<file path="config.mk">
export PLATFORM = sky130hd
export DESIGN_NAME = dmem_mmio_router
export DESIGN_NICKNAME = d
export VERILOG_FILES = /design/src/rtl/dmem_mmio_router.sv
export SDC_FILE = /design/constraint.sdc
export NUM_CORES = 1
export LEC_CHECK = 0
export ABC_CLOCK_PERIOD_IN_PS = 5900
export BUFFER_PORTS_ARGS = -buffer_cell sky130_fd_sc_hd__buf_4
export CORE_AREA = 8 8 249 251
export DETAILED_ROUTE_END_ITERATION = 8
export DIE_AREA = 0 0 257 259
export SYNTH_ARGS = -nofsm -noshare
export SYNTH_HDL_FRONTEND = slang
export SYNTH_SLANG_ARGS = --single-unit
</file>
<file path="constraint.sdc">
create_clock -name clk -period 5.9 [get_ports clk]
set_input_delay 1.475 -clock clk [delete_from_list [all_inputs] [get_ports clk]]
set_output_delay 1.475 -clock clk [all_outputs]
set_load 0.05 [all_outputs]
</file>
<file path="src/rtl/dmem_mmio_router.sv">
// Routes CPU dmem load/store requests to NUM_SLV address-mapped targets and
// returns load responses in issue order, flagging accesses that hit no target.
module dmem_mmio_router #(
    parameter int NUM_SLV   = 4,
    parameter int ADDR_W    = 32,
    parameter int DATA_W    = 64,
    parameter int LDTAG_W   = 4,
    parameter int MAX_OUTST = 4,
    parameter logic [NUM_SLV*ADDR_W-1:0] SLV_BASE = '0,
    parameter logic [NUM_SLV*ADDR_W-1:0] SLV_MASK = '0
) (
    input  logic                      clk,
    input  logic                      rst,
    // CPU load request
    input  logic                      ld_valid,
    output logic                      ld_ready,
    input  logic [ADDR_W-1:0]         ld_addr,
    input  logic [LDTAG_W-1:0]        ld_tag,
    // CPU load response
    output logic                      ldr_valid,
    input  logic                      ldr_ready,
    output logic [DATA_W-1:0]         ldr_data,
    output logic [LDTAG_W-1:0]        ldr_tag,
    output logic                      ldr_err,
    // CPU store
    input  logic                      st_valid,
    output logic                      st_ready,
    input  logic [ADDR_W-1:0]         st_addr,
    input  logic [DATA_W-1:0]         st_wdata,
    input  logic [DATA_W/8-1:0]       st_wstrb,
    // Target load request
    output logic [NUM_SLV-1:0]        s_ld_valid,
    input  logic [NUM_SLV-1:0]        s_ld_ready,
    output logic [ADDR_W-1:0]         s_ld_addr,
    // Target load response
    input  logic [NUM_SLV-1:0]        s_ldr_valid,
    output logic [NUM_SLV-1:0]        s_ldr_ready,
    input  logic [NUM_SLV*DATA_W-1:0] s_ldr_data,
    // Target store
    output logic [NUM_SLV-1:0]        s_st_valid,
    input  logic [NUM_SLV-1:0]        s_st_ready,
    output logic [ADDR_W-1:0]         s_st_addr,
    output logic [DATA_W-1:0]         s_st_wdata,
    output logic [DATA_W/8-1:0]       s_st_wstrb,
    // Error reporting
    output logic                      err_sticky,
    input  logic                      err_clr,
    output logic [15:0]               err_cnt
);

    localparam int ID_W  = $clog2(NUM_SLV + 1);
    localparam int PTR_W = (MAX_OUTST > 1) ? $clog2(MAX_OUTST) : 1;
    localparam int CNT_W = PTR_W + 1;
    localparam logic [ID_W-1:0] MISS_ID = ID_W'(NUM_SLV);

    // Lowest-index hit wins, so scan from the top and let lower indices overwrite.
    function automatic logic [ID_W-1:0] decode(input logic [ADDR_W-1:0] addr);
        logic [ID_W-1:0] id;
        id = MISS_ID;
        for (int i = NUM_SLV - 1; i >= 0; i--) begin
            if ((addr & SLV_MASK[i*ADDR_W +: ADDR_W]) == SLV_BASE[i*ADDR_W +: ADDR_W]) begin
                id = ID_W'(i);
            end
        end
        return id;
    endfunction

    function automatic logic [15:0] sat_add(input logic [15:0] cnt, input logic [1:0] inc);
        logic [16:0] sum;
        sum = {1'b0, cnt} + 17'(inc);
        return sum[16] ? 16'hFFFF : sum[15:0];
    endfunction

    logic [ID_W-1:0]    fifo_id_q  [MAX_OUTST];
    logic [ID_W-1:0]    fifo_id_d  [MAX_OUTST];
    logic [LDTAG_W-1:0] fifo_tag_q [MAX_OUTST];
    logic [LDTAG_W-1:0] fifo_tag_d [MAX_OUTST];
    logic [PTR_W-1:0]   wr_ptr_q, wr_ptr_d;
    logic [PTR_W-1:0]   rd_ptr_q, rd_ptr_d;
    logic [CNT_W-1:0]   count_q, count_d;
    logic               err_sticky_q, err_sticky_d;
    logic [15:0]        err_cnt_q, err_cnt_d;

    logic [ID_W-1:0]    ld_id, st_id, head_id;
    logic [LDTAG_W-1:0] head_tag;
    logic               ld_miss, st_miss, head_miss;
    logic               fifo_empty, fifo_full;
    logic               ld_tgt_ready, st_tgt_ready;
    logic               head_rsp_valid;
    logic [DATA_W-1:0]  head_rsp_data;
    logic               can_push, push, pop;
    logic               ld_miss_acc, st_miss_acc;
    logic [1:0]         err_inc;

    assign ld_id      = decode(ld_addr);
    assign st_id      = decode(st_addr);
    assign ld_miss    = (ld_id == MISS_ID);
    assign st_miss    = (st_id == MISS_ID);
    assign head_id    = fifo_id_q[rd_ptr_q];
    assign head_tag   = fifo_tag_q[rd_ptr_q];
    assign head_miss  = (head_id == MISS_ID);
    assign fifo_empty = (count_q == '0);
    assign fifo_full  = (count_q == CNT_W'(MAX_OUTST));

    // Load return path: only the head target may complete; when empty, drain strays.
    always_comb begin
        head_rsp_valid = 1'b0;
        head_rsp_data  = '0;
        s_ldr_ready    = '0;
        ldr_valid      = 1'b0;
        ldr_data       = '0;
        ldr_err        = 1'b0;
        for (int i = 0; i < NUM_SLV; i++) begin
            if (head_id == ID_W'(i)) begin
                head_rsp_valid = s_ldr_valid[i];
                head_rsp_data  = s_ldr_data[i*DATA_W +: DATA_W];
            end
        end
        if (fifo_empty) begin
            s_ldr_ready = '1;
        end else if (head_miss) begin
            ldr_valid = !rst;
            ldr_err   = 1'b1;
        end else begin
            ldr_valid = !rst && head_rsp_valid;
            ldr_data  = head_rsp_data;
            for (int i = 0; i < NUM_SLV; i++) begin
                if (head_id == ID_W'(i)) begin
                    s_ldr_ready[i] = ldr_ready;
                end
            end
        end
    end

    assign ldr_tag = head_tag;
    assign pop     = ldr_valid && ldr_ready;

    // Load issue path: a same-cycle pop frees a slot for a push when full.
    always_comb begin
        ld_tgt_ready = ld_miss;
        s_ld_valid   = '0;
        can_push     = !fifo_full || pop;
        for (int i = 0; i < NUM_SLV; i++) begin
            if (ld_id == ID_W'(i)) begin
                ld_tgt_ready  = s_ld_ready[i];
                s_ld_valid[i] = !rst && ld_valid && can_push;
            end
        end
        ld_ready = !rst && can_push && ld_tgt_ready;
    end

    assign s_ld_addr = ld_addr;
    assign push      = ld_valid && ld_ready;

    // Store path is a straight pass-through; misses are swallowed.
    always_comb begin
        st_tgt_ready = st_miss;
        s_st_valid   = '0;
        for (int i = 0; i < NUM_SLV; i++) begin
            if (st_id == ID_W'(i)) begin
                st_tgt_ready  = s_st_ready[i];
                s_st_valid[i] = !rst && st_valid;
            end
        end
        st_ready = !rst && st_tgt_ready;
    end

    assign s_st_addr  = st_addr;
    assign s_st_wdata = st_wdata;
    assign s_st_wstrb = st_wstrb;

    always_comb begin
        fifo_id_d  = fifo_id_q;
        fifo_tag_d = fifo_tag_q;
        wr_ptr_d   = wr_ptr_q;
        rd_ptr_d   = rd_ptr_q;
        if (push) begin
            fifo_id_d[wr_ptr_q]  = ld_id;
            fifo_tag_d[wr_ptr_q] = ld_tag;
            wr_ptr_d             = wr_ptr_q + PTR_W'(1);
        end
        if (pop) begin
            rd_ptr_d = rd_ptr_q + PTR_W'(1);
        end
        count_d = count_q + CNT_W'(push) - CNT_W'(pop);
    end

    // Error accounting: set beats clear on the sticky flag.
    always_comb begin
        ld_miss_acc  = push && ld_miss;
        st_miss_acc  = st_valid && st_ready && st_miss;
        err_inc      = 2'(ld_miss_acc) + 2'(st_miss_acc);
        err_cnt_d    = sat_add(err_cnt_q, err_inc);
        err_sticky_d = err_sticky_q;
        if (err_clr) begin
            err_sticky_d = 1'b0;
        end
        if (err_inc != 2'd0) begin
            err_sticky_d = 1'b1;
        end
    end

    assign err_sticky = err_sticky_q;
    assign err_cnt    = err_cnt_q;

    always_ff @(posedge clk) begin
        if (rst) begin
            wr_ptr_q     <= '0;
            rd_ptr_q     <= '0;
            count_q      <= '0;
            err_sticky_q <= 1'b0;
            err_cnt_q    <= '0;
        end else begin
            wr_ptr_q     <= wr_ptr_d;
            rd_ptr_q     <= rd_ptr_d;
            count_q      <= count_d;
            err_sticky_q <= err_sticky_d;
            err_cnt_q    <= err_cnt_d;
        end
    end

    // Entry storage carries no reset; occupancy is tracked by the pointers.
    always_ff @(posedge clk) begin
        fifo_id_q  <= fifo_id_d;
        fifo_tag_q <= fifo_tag_d;
    end

    a_ld_onehot: assert property (@(posedge clk) disable iff (rst) $onehot0(s_ld_valid));
    a_st_onehot: assert property (@(posedge clk) disable iff (rst) $onehot0(s_st_valid));

endmodule

</file>
==> impl_metrics.csv, run 1 <==
group,metric,value,unit
critical_path,worst_ep_required_time,4.43,ns
clock_tree,root_buffer,"clkbuf_16",
global_route,use_met1,8.17,%
global_route,grt_pass1_wl,45300,µm
timing,fmax,202,MHz
detailed_routing,drt_iter0_markers,286,
global_route,antenna_found_initial,10,
placement,port_buffers,348,
clock_tree,clk_latency,0.28,ns
placement,dpl.hpwl,31500,µm
global_route,grtUsageMet2,17.7,%
pwr,leakage,3.15,nW
placement,dpl-instance-area,0.00730,mm²
yosys,syn_inst,592,
floorplanning,core,0.0582,mm²
clock_tree,cts_tree,"yes",
yosys,syn_avg_cell_area,8.21,µm²
clock_tree,numCtsBuffers,5,
cells_and_area,drive_gt1_share,51.7,%
timing,rsz0062_at_grt,"false",
detailed_routing,post_drt_wl_per_cell,22.5,µm
critical_path,max_stage_delay,1.03,ns
critical_path,path_class,"reg2out",
floorplanning,die_h,259,µm
global_route,grtUsageMet3,6.54,%
critical_path,r2r_cells,13,
placement,dp_cells,1548,
clock_tree,clk_pin_slew_worst_paths,0.06,ns
critical_path,cpMostUsedCell,"buf_4",
global_route,grt_overflow_total,0,
critical_path,rr_endpoint,"count_q[2]$_SDFF_PP0_",
clock_tree,clock_path_buffers,2,
hold_path,hp-start,"wr_ptr_q[0]$_SDFFE_PP0P_",
clock_tree,cts_resized,0,
cells_and_area,n_fill_cell,6685,
timing,slew_headroom,45.9,%
detailed_routing,ant_nets,0,
floorplanning,io_pins,651,
critical_path,endpoint_kind,"output port",
floorplanning,die_w,257,µm
detailed_routing,routed_wl,35100,µm
hold_path,holdPathStages,1,
pwr,p_per_area,182,mW/mm²
timing,fin_crit_sh,83.9,%
timing,worst_pin_slew,0.812,ns
placement,gp_congestion,0.928,
yosys,synth_flop_cell,"edfxtp_1",
global_route,grt_pass1_vias,5793,
detailed_routing,via_per_inst,3.33,
run,max_cap_violations,0,
global_route,busiest_layer,"met2",
hold_path,hold_end,"wr_ptr_q[0]$_SDFFE_PP0P_",
critical_path,path_cells,"mux4_4 > nand3b_4 > buf_4 > o221ai_1 > a31oi_1 > buf_4",
critical_path,r2r_start,"rd_ptr_q[0]$_SDFFE_PP0P_",
critical_path,arrival,3.48,ns
cells_and_area,layout.nets,1203,
critical_path,slowest_stage,"mux4_4",
yosys,ys_async_sr_fraction,0,%
timing,fin_setup_tns,0,ns
critical_path,cp-start-kind,"register",
run_status,status,"finished, final reports clean",
timing,setup_viol_count_final,0,
yosys,ys_types,37,
floorplanning,rows,89,
detailed_routing,first_pass_iters,5,
global_route,grt_start_max_net_pins,35,
cells_and_area,fin_cells,1557,
cells_and_area,stdcell_area,0.00744,mm²
global_route,grt_usage,9.63,%
placement,post-place-ws,1.21,ns
detailed_routing,vias,5178,
cells_and_area,area_delta_synth_final,53.1,%
clock_tree,post_cts_buffers,0,
timing,final.setup_skew,0.00756,ns
yosys,synthesis.area,0.00486,mm²
hold_path,hp-class,"reg2reg",
clock_tree,hold_buffers,0,
floorplanning,start_util,8.34,%
yosys,synth_warnings,0,
yosys,synth_edf_count,28,
clock_tree,numClockSinks,35,
critical_path,rrSetupSlack,1.46,ns
timing,drv_slew,0,
timing,final_hold_viol_count,0,
yosys,yosysSeqAreaShare,20.2,%
timing,post-route-min-period,4.95,ns
pwr,peakVddDrop,0.000115,V
timing,setup_slack,0.948,ns
critical_path,worstPathMaxFanout,28,
yosys,ys_ff_latch,35,
clock_tree,htreeDepth,2,
floorplanning,die_area,0.0666,mm²
detailed_routing,post-route-drc-count,0,
[cells in the mapped netlist, types with 10 or more instances]
cell type	count	area, µm²
edfxtp_1	28	841
nand2_1	122	458
clkbuf_1	27	101
mux4_2	27	608
and2_1	24	150
a31oi_1	32	200
nand3_1	27	135
buf_4	159	1190
nor2b_1	16	100
and3_1	13	81.3
inv_1	10	37.5
o221ai_1	32	280
[routing by layer]
layer,up-vias,wire (µm)
met4,6,1300
met1,2310,10500
met5,-,37
met2,526,17600
met3,53,5600
li1,2283,-
[sequential cells by signal, summed over array words and instances, names as in the netlist]
signal and flops:
fifo_tag_q 16, fifo_id_q 12, count_q 3, rd_ptr_q 2, wr_ptr_q 2
[layout by cell type (no fill, tap or decap), types with 10 or more instances in the layout]
master    count
and2_1       24
conb_1       23
nand2_1     122
nor2b_1      16
buf_4       359
a31oi_1      32
mux4_2       26
o221ai_1     32
and3_1       13
inv_1        10
nand3_1      27
edfxtp_1     28
[worst max-delay path by stage]
stage	from	to	slack (ns)	depth (start not counted)
global route	rd_ptr_q[0]$_SDFFE_PP0P_	ldr_data[27]	0.75	6
global placement	rd_ptr_q[0]$_SDFFE_PP0P_	ldr_data[43]	1.23	6
detailed placement	rd_ptr_q[0]$_SDFFE_PP0P_	ldr_data[43]	1.21	6
finish	rd_ptr_q[0]$_SDFFE_PP0P_	ldr_data[43]	0.95	6
CTS	rd_ptr_q[0]$_SDFFE_PP0P_	ldr_data[43]	0.91	6
floorplan	rd_ptr_q[0]$_SDFFE_PP0P_	s_ldr_ready[2]	1.13	6
[where the power goes]
| group | internal [mW] | switching [mW] |
|---|---|---|
| registers | 0.277 | 0.0101 |
| logic | 0.306 | 0.514 |
| clock network | 0.155 | 0.0927 |
| total | 0.739 | 0.617 |
[final cells by class]
type / count / area, µm² / share of cell area (%)
multi-input cells: 370 / 2600 / 34.9
diodes: 1 / 2.50 / 0.0336
inverters: 10 / 37.5 / 0.504
flip-flops and latches: 35 / 981 / 13.2
clock buffers: 6 / 129 / 1.73
repair buffers: 360 / 2720 / 36.5
clock inverters: 2 / 12.5 / 0.168
well taps: 773 / 967 / 13.0
[worst max-delay path: cells and delay by family (launching register included)]
family	cells	cell delay (ns)
and+or+nand+nor	1	0.27
muxes	1	1.03
buffers and inverters	2	0.62
AOI/OAI and AO/OA	2	0.47
DFF	1	0.77
[kinds of logic after synthesis]
logic type / Yosys count / share of synthesized area [%]
simple gates: 226 / 22.2
buf+inv: 209 / 29.0
mux: 33 / 13.9
other cells: 1 / 0.0772
flops: 35 / 20.2
xor+xnor: 2 / 0.361
compound gates: 79 / 12.3
fa+ha+maj: 7 / 1.96
[through the flow]
step	power [mW]	hold slack, ns	utilization [%]
after floorplan	1.03	0.475	-
after global placement	1.12	0.486	12.5
after detailed placement	1.12	0.517	12.5
after CTS	1.37	0.530	12.8
after global routing	1.42	0.544	12.8
final	1.36	0.523	12.8
Note: power is estimated with default switching activity, not from simulation.
==> inputs of run 2 (changes only) <==
Settings changed: ABC_CLOCK_PERIOD_IN_PS 5900 to 4800, CORE_AREA 8 8 249 251 to 8 8 246 248, DIE_AREA 0 0 257 259 to 0 0 254 256.
Clock period 5.9 ns to 4.8 ns, I/O delays scaled along.
==> run 2 against run 1 <==
Net effect: non-clock buffer count is 4 higher; combinational power is 24% higher; sequential share of layout area is 0.079 points lower; critical path depth is 1 higher; clock skew is 0.00067 ns lower; register-to-register slack worse by 0.82 ns; sequential power is 23% higher; die area is 2.3% lower; setup slack worse by 0.60 ns; final cell count is 0.32% lower.
==> impl_metrics.csv, run 2 (synthesized netlist as in run 1, its figures left out) <==
group,metric,value,unit
pwr,peakVddDrop,0.000142,V
detailed_routing,post-route-drc-count,0,
clock_tree,clk_latency,0.28,ns
cells_and_area,final_cell_mix,"363 x buf_4, 122 x nand2_1, 32 x o221ai_1, 32 x a31oi_1, 28 x edfxtp_1",
clock_tree,htreeDepth,2,
critical_path,max_stage_delay,0.73,ns
detailed_routing,ant_nets,0,
critical_path,slowest_stage,"dfxtp_1",
critical_path,r2r_start,"rd_ptr_q[0]$_SDFFE_PP0P_",
run,max_cap_violations,0,
floorplanning,start_util,8.55,%
detailed_routing,first_pass_iters,5,
floorplanning,die_w,254,µm
floorplanning,die_area,0.0650,mm²
cells_and_area,drive_gt1_share,52.1,%
timing,fin_crit_sh,92.7,%
cells_and_area,reg_top3,"fifo_tag_q: 16 flops, fifo_id_q: 12 flops, count_q: 3 flops",
critical_path,cp-start-kind,"register",
timing,slew_headroom,52.8,%
critical_path,arrival,3.25,ns
placement,gp_congestion,0.995,
hold_path,hp-class,"reg2reg",
floorplanning,io_pins,651,
detailed_routing,via_per_inst,3.39,
timing,fmax,225,MHz
timing,worst_pin_slew,0.707,ns
placement,port_buffers,348,
detailed_routing,post_drt_wl_per_cell,22.8,µm
floorplanning,rows,88,
cells_and_area,n_fill_cell,6533,
timing,fin_setup_tns,0,ns
critical_path,rr_endpoint,"count_q[2]$_SDFF_PP0_",
clock_tree,clock_path_buffers,2,
hold_path,holdPathStages,1,
cells_and_area,fin_cells,1552,
cells_and_area,stdcell_area,0.00749,mm²
clock_tree,post_cts_buffers,0,
placement,dp_cells,1544,
critical_path,r2r_cells,13,
global_route,antenna_found_initial,7,
clock_tree,numCtsBuffers,5,
critical_path,cp_top_family,"flip-flops",
cells_and_area,area_delta_synth_final,54.0,%
floorplanning,die_h,256,µm
global_route,grt_pass1_vias,5865,
clock_tree,numClockSinks,35,
timing,final.setup_skew,0.00689,ns
placement,dpl.hpwl,31800,µm
cells_and_area,largest_register_ffs,16,
clock_tree,cts_tree,"yes",
timing,rsz0062_at_grt,"false",
detailed_routing,vias,5257,
clock_tree,cts_resized,0,
floorplanning,core,0.0568,mm²
critical_path,cpMostUsedCell,"buf_4",
pwr,leakage,3.18,nW
critical_path,endpoint_kind,"output port",
detailed_routing,routed_wl,35400,µm
pwr,power.total,1.74,mW
pwr,p_per_area,233,mW/mm²
placement,dpl-instance-area,0.00732,mm²
cells_and_area,mostFrequentLayoutCell,"buf_4",
clock_tree,root_buffer,"clkbuf_16",
global_route,grt_start_max_net_pins,60,
timing,hold_slack,0.517,ns
cells_and_area,multi_input_area,0.00260,mm²
critical_path,path_class,"reg2out",
cells_and_area,top_register,"fifo_tag_q",
global_route,grt_overflow_total,0,
timing,setup_viol_count_final,0,
critical_path,rrSetupSlack,0.64,ns
hold_path,hold_end,"wr_ptr_q[0]$_SDFFE_PP0P_",
cells_and_area,diodes,0,
clock_tree,hold_buffers,0,
timing,drv_slew,0,
timing,setup_slack,0.348,ns
timing,post-route-min-period,4.45,ns
detailed_routing,drt_iter0_markers,282,
critical_path,worst_ep_required_time,3.60,ns
hold_path,hp-start,"wr_ptr_q[0]$_SDFFE_PP0P_",
critical_path,worstPathMaxFanout,34,
critical_path,path_cells,"buf_4 > mux4_2 > nand3b_4 > o32ai_4 > a221oi_2 > nor3b_1 > buf_4",
timing,final_hold_viol_count,0,
critical_path,cp_num_buf_inv,2,
global_route,grt_pass1_wl,45300,µm
cells_and_area,layout.nets,1207,
cells_and_area,regArea,981,µm²
clock_tree,clk_pin_slew_worst_paths,0.06,ns
run_status,status,"finished, final reports clean",
placement,post-place-ws,0.574,ns
cells_and_area,final_core_util,13.2,%
global_route,grt_usage,9.95,%
## run 2: changes by cell type in the layout (fill, tap and decap cells not counted)
cell / before / now
buf_4: 359 / 363
bufinv_16: 0 / 1
clkbuf_1: 1 / 0
clkinv_4: 0 / 1
clkinvlp_4: 1 / 0
diode_2: 1 / 0
## run 2: layout make-up
type	count	area share (%)
Timing Repair Buffer	364	36.7
Tap cell	765	12.8
Clock buffer	5	1.67
Sequential cell	35	13.1
Inverter	10	0.501
Multi-Input combinational cell	370	34.7
Clock inverter	3	0.585
## run 2: metal layers
layer / part of all wire (%) / track usage [%] / vias up
met1: 31 / 8.83 / 2388
met4: 5.5 / 5.15 / 4
met5: 0.23 / 0.694 / -
met2: 49 / 17.9 / 509
met3: 14 / 5.30 / 67
li1: - / - / 2289
## run 2: worst max path at each step
| stage | depth (start not counted) | slack (ns) | start | to |
|---|---|---|---|---|
| 4_1_cts | 7 | 0.28 | rd_ptr_q[0]$_SDFFE_PP0P_ | ld_ready |
| 6_report | 7 | 0.35 | rd_ptr_q[0]$_SDFFE_PP0P_ | ld_ready |
| 3_5_place_dp | 13 | 0.57 | rd_ptr_q[0]$_SDFFE_PP0P_ | count_q[2]$_SDFF_PP0_ |
| 5_1_grt | 5 | 0.15 | rd_ptr_q[0]$_SDFFE_PP0P_ | ldr_data[34] |
| 3_3_place_gp | 13 | 0.63 | rd_ptr_q[0]$_SDFFE_PP0P_ | count_q[2]$_SDFF_PP0_ |
| 2_1_floorplan | 6 | 0.31 | rd_ptr_q[0]$_SDFFE_PP0P_ | s_ldr_ready[2] |
## run 2: where the power goes
part	total [mW]	internal (mW)	leakage [nW]	switching (mW)
logic	1.02	0.381	2.79	0.641
registers	0.352	0.341	0.313	0.0118
clock network	0.368	0.245	0.0838	0.124
total	1.74	0.967	3.18	0.777
==> inputs of run 3 (changes only) <==
Settings changed: ABC_AREA from default to 1, CORE_AREA 8 8 246 248 to 8 8 247 249, DIE_AREA 0 0 254 256 to 0 0 255 257.
==> run 3 against run 2 <==
Net effect: sequential share of layout area down 0.53 points; critical path depth up 3; hold slack better by 0.048 ns; clock skew down 0.0046 ns; non-clock buffer count up 1; synthesized cell count up 36%; clock-buffer cell count unchanged; die area up 0.79%; via count up 17%; synthesized area up 7.7%; global-route usage down 0.74 points; largest power group unchanged.
==> impl_metrics.csv, run 3 <==
group,metric,value,unit
detailed_routing,vias,6140,
timing,final.setup_skew,0.00230,ns
yosys,synth_warnings,0,
timing,fmax,245,MHz
timing,fin_crit_sh,85.2,%
critical_path,path_class,"reg2out",
yosys,synth_area_leaders,"buf_4 24%, edfxtp_1 16%, o21ai_0 15%",
detailed_routing,post_drt_wl_per_cell,19.0,µm
hold_path,hp-class,"reg2reg",
timing,rsz0062_at_grt,"false",
global_route,antenna_found_initial,5,
critical_path,rrSetupSlack,1.42,ns
pwr,leakage,3.36,nW
clock_tree,clock_path_buffers,2,
yosys,ys_ff_latch,35,
timing,setup_slack,0.713,ns
hold_path,hold_end,"fifo_id_q[6]$_DFFE_PP_",
floorplanning,core,0.0570,mm²
critical_path,cp-start-kind,"register",
critical_path,worstPathMaxFanout,34,
yosys,ys_async_sr_fraction,0,%
critical_path,r2r_start,"rd_ptr_q[0]$_SDFFE_PP0P_",
global_route,grt_start_max_net_pins,83,
global_route,grt_pass1_wl,44500,µm
pwr,peakVddDrop,0.000170,V
clock_tree,cts_resized,0,
pwr,p_per_area,219,mW/mm²
yosys,synth_edf_count,28,
clock_tree,cts_tree,"yes",
detailed_routing,post-route-drc-count,0,
placement,dpl.hpwl,28000,µm
yosys,yosys.area_share.adder,1.82,%
yosys,yosysTopAreaCell,"buf_4",
global_route,grt_overflow_total,0,
timing,worst_pin_slew,0.712,ns
yosys,syn_avg_cell_area,6.49,µm²
yosys,synth-simple-area-share,18.2,%
clock_tree,root_buffer,"clkbuf_16",
clock_tree,numClockSinks,35,
cells_and_area,largest_register_ffs,16,
detailed_routing,ant_nets,0,
floorplanning,die_area,0.0655,mm²
critical_path,endpoint_kind,"output port",
critical_path,worst_ep_required_time,3.60,ns
floorplanning,start_util,9.18,%
global_route,grt_usage,9.21,%
clock_tree,htreeDepth,2,
yosys,synth_most_common_cell,"buf_4",
cells_and_area,top_register,"fifo_tag_q",
clock_tree,clk_pin_slew_worst_paths,0.05,ns
yosys,synthMuxAreaShare,0,%
critical_path,r2r_cells,19,
yosys,ys_types,32,
detailed_routing,routed_wl,33300,µm
clock_tree,post_cts_buffers,0,
cells_and_area,layout.nets,1405,
yosys,yosysSeqAreaShare,18.7,%
cells_and_area,mostFrequentLayoutCell,"buf_4",
detailed_routing,via_per_inst,3.50,
yosys,synth_common_cells,"165 x buf_4, 162 x o21ai_0, 146 x nor2_1, 62 x inv_1, 41 x o211ai_1",
floorplanning,die_h,257,µm
timing,drv_slew,0,
timing,post-route-min-period,4.09,ns
placement,gp_congestion,0.818,
run_status,status,"finished, final reports clean",
yosys,syn_inst,807,
timing,final_hold_viol_count,0,
global_route,grt_pass1_vias,6393,
timing,slew_headroom,52.6,%
floorplanning,rows,88,
clock_tree,hold_buffers,0,
run,max_cap_violations,0,
floorplanning,io_pins,651,
critical_path,arrival,2.89,ns
cells_and_area,drive_gt1_share,39.7,%
critical_path,startpoint,"rd_ptr_q[0]$_SDFFE_PP0P_",
clock_tree,numCtsBuffers,5,
clock_tree,clk_latency,0.28,ns
detailed_routing,first_pass_iters,4,
yosys,synth-compound-area-share,27.9,%
timing,setup_viol_count_final,0,
critical_path,rr_endpoint,"count_q[2]$_SDFF_PP0_",
cells_and_area,area_delta_synth_final,49.0,%
hold_path,hp-start,"fifo_id_q[6]$_DFFE_PP_",
floorplanning,die_w,255,µm
hold_path,holdPathStages,2,
cells_and_area,reg_top3,"fifo_tag_q: 16 flops, fifo_id_q: 12 flops, count_q: 3 flops",
timing,fin_setup_tns,0,ns
yosys,synth_top_family_by_area,"buffers and inverters",
cells_and_area,final_cell_mix,"360 x buf_4, 162 x o21ai_0, 146 x nor2_1",
yosys,synthesis.area,0.00524,mm²
placement,port_buffers,348,
detailed_routing,drt_iter0_markers,355,
yosys,synth_flop_cell,"edfxtp_1",
yosys,synth_xor_area_share,0.167,%
placement,post-place-ws,0.970,ns
yosys,yosysTopAreaCellShare,23.7,%
## run 3: changes by cell type in the layout (fill, tap and decap cells not counted), sizes merged, moves of 9 or more
cell / delta
inv: +55
nand3: +9
a31oi: -32
nor2: +139
a311oi: +23
o211ai: +41
mux4: -27
nand2: -81
and3: -13
nor2b: -16
o221ai: -32
and2: -24
o21ai: +175
## run 3: how the worst max path moves through the flow
| stage | endpoint | slack (ns) | cells after the start |
|---|---|---|---|
| floorplan | ldr_data[26] | 0.94 | 11 |
| global placement | ldr_data[17] | 0.97 | 10 |
| detailed placement | ldr_data[17] | 0.97 | 10 |
| CTS | ldr_data[17] | 0.68 | 10 |
| global route | ldr_data[17] | 0.44 | 10 |
| finish | ldr_data[17] | 0.71 | 10 |
## run 3: critical path: stages (launching register included)
cell and delay, ns:
dfxtp_1 0.48, buf_4 0.26, nand2_1 0.08, nand3_1 0.10, nand2_2 0.09, nor2_1 0.24, nand2_4 0.33, buf_4 0.37
o21ai_0 0.33, nor2_1 0.07, buf_4 0.22
## run 3: power by group
group / total, mW / switching [mW] / internal, mW
clock: 0.367 / 0.123 / 0.245
sequential: 0.345 / 0.00616 / 0.339
combinational: 0.996 / 0.659 / 0.337
## run 3: logic make-up after synthesis
kind of cell / after synthesis
compound gates: 253
simple gates: 226
flops: 35
xor+xnor: 1
fa+ha+maj: 7
other cells: 1
buf+inv: 284
## run 3: stage by stage
stage	total power, mW	std cells	instance area (µm²)	hold slack [ns]	utilization [%]
4_1_cts	1.72	1750	7790	0.569	13.7
3_3_place_gp	1.35	1742	7620	0.547	13.4
6_report	1.71	1754	7800	0.565	13.7
5_1_grt	1.80	1751	7790	0.596	13.7
3_5_place_dp	1.35	1742	7620	0.555	13.4
2_1_floorplan	1.23	829	5320	0.530	-
## run 3: layout make-up
class / count / area [µm²]
fillers: 6626 / 49200
repair buffers: 365 / 2800
multi-input cells: 510 / 2630
flip-flops and latches: 35 / 981
well taps: 765 / 957
inverters: 67 / 256
clock buffers: 5 / 125
clock inverters: 3 / 43.8
diodes: 4 / 10.0
## run 3: routing by layer
layer | share of wire (%) | up-vias | track usage (%)
met4 | 2.7 | 2 | 3.00
met3 | 15 | 54 | 5.38
met2 | 45 | 477 | 15.0
li1 | - | 2901 | -
met5 | 0.25 | - | 1.08
met1 | 37 | 2706 | 9.79
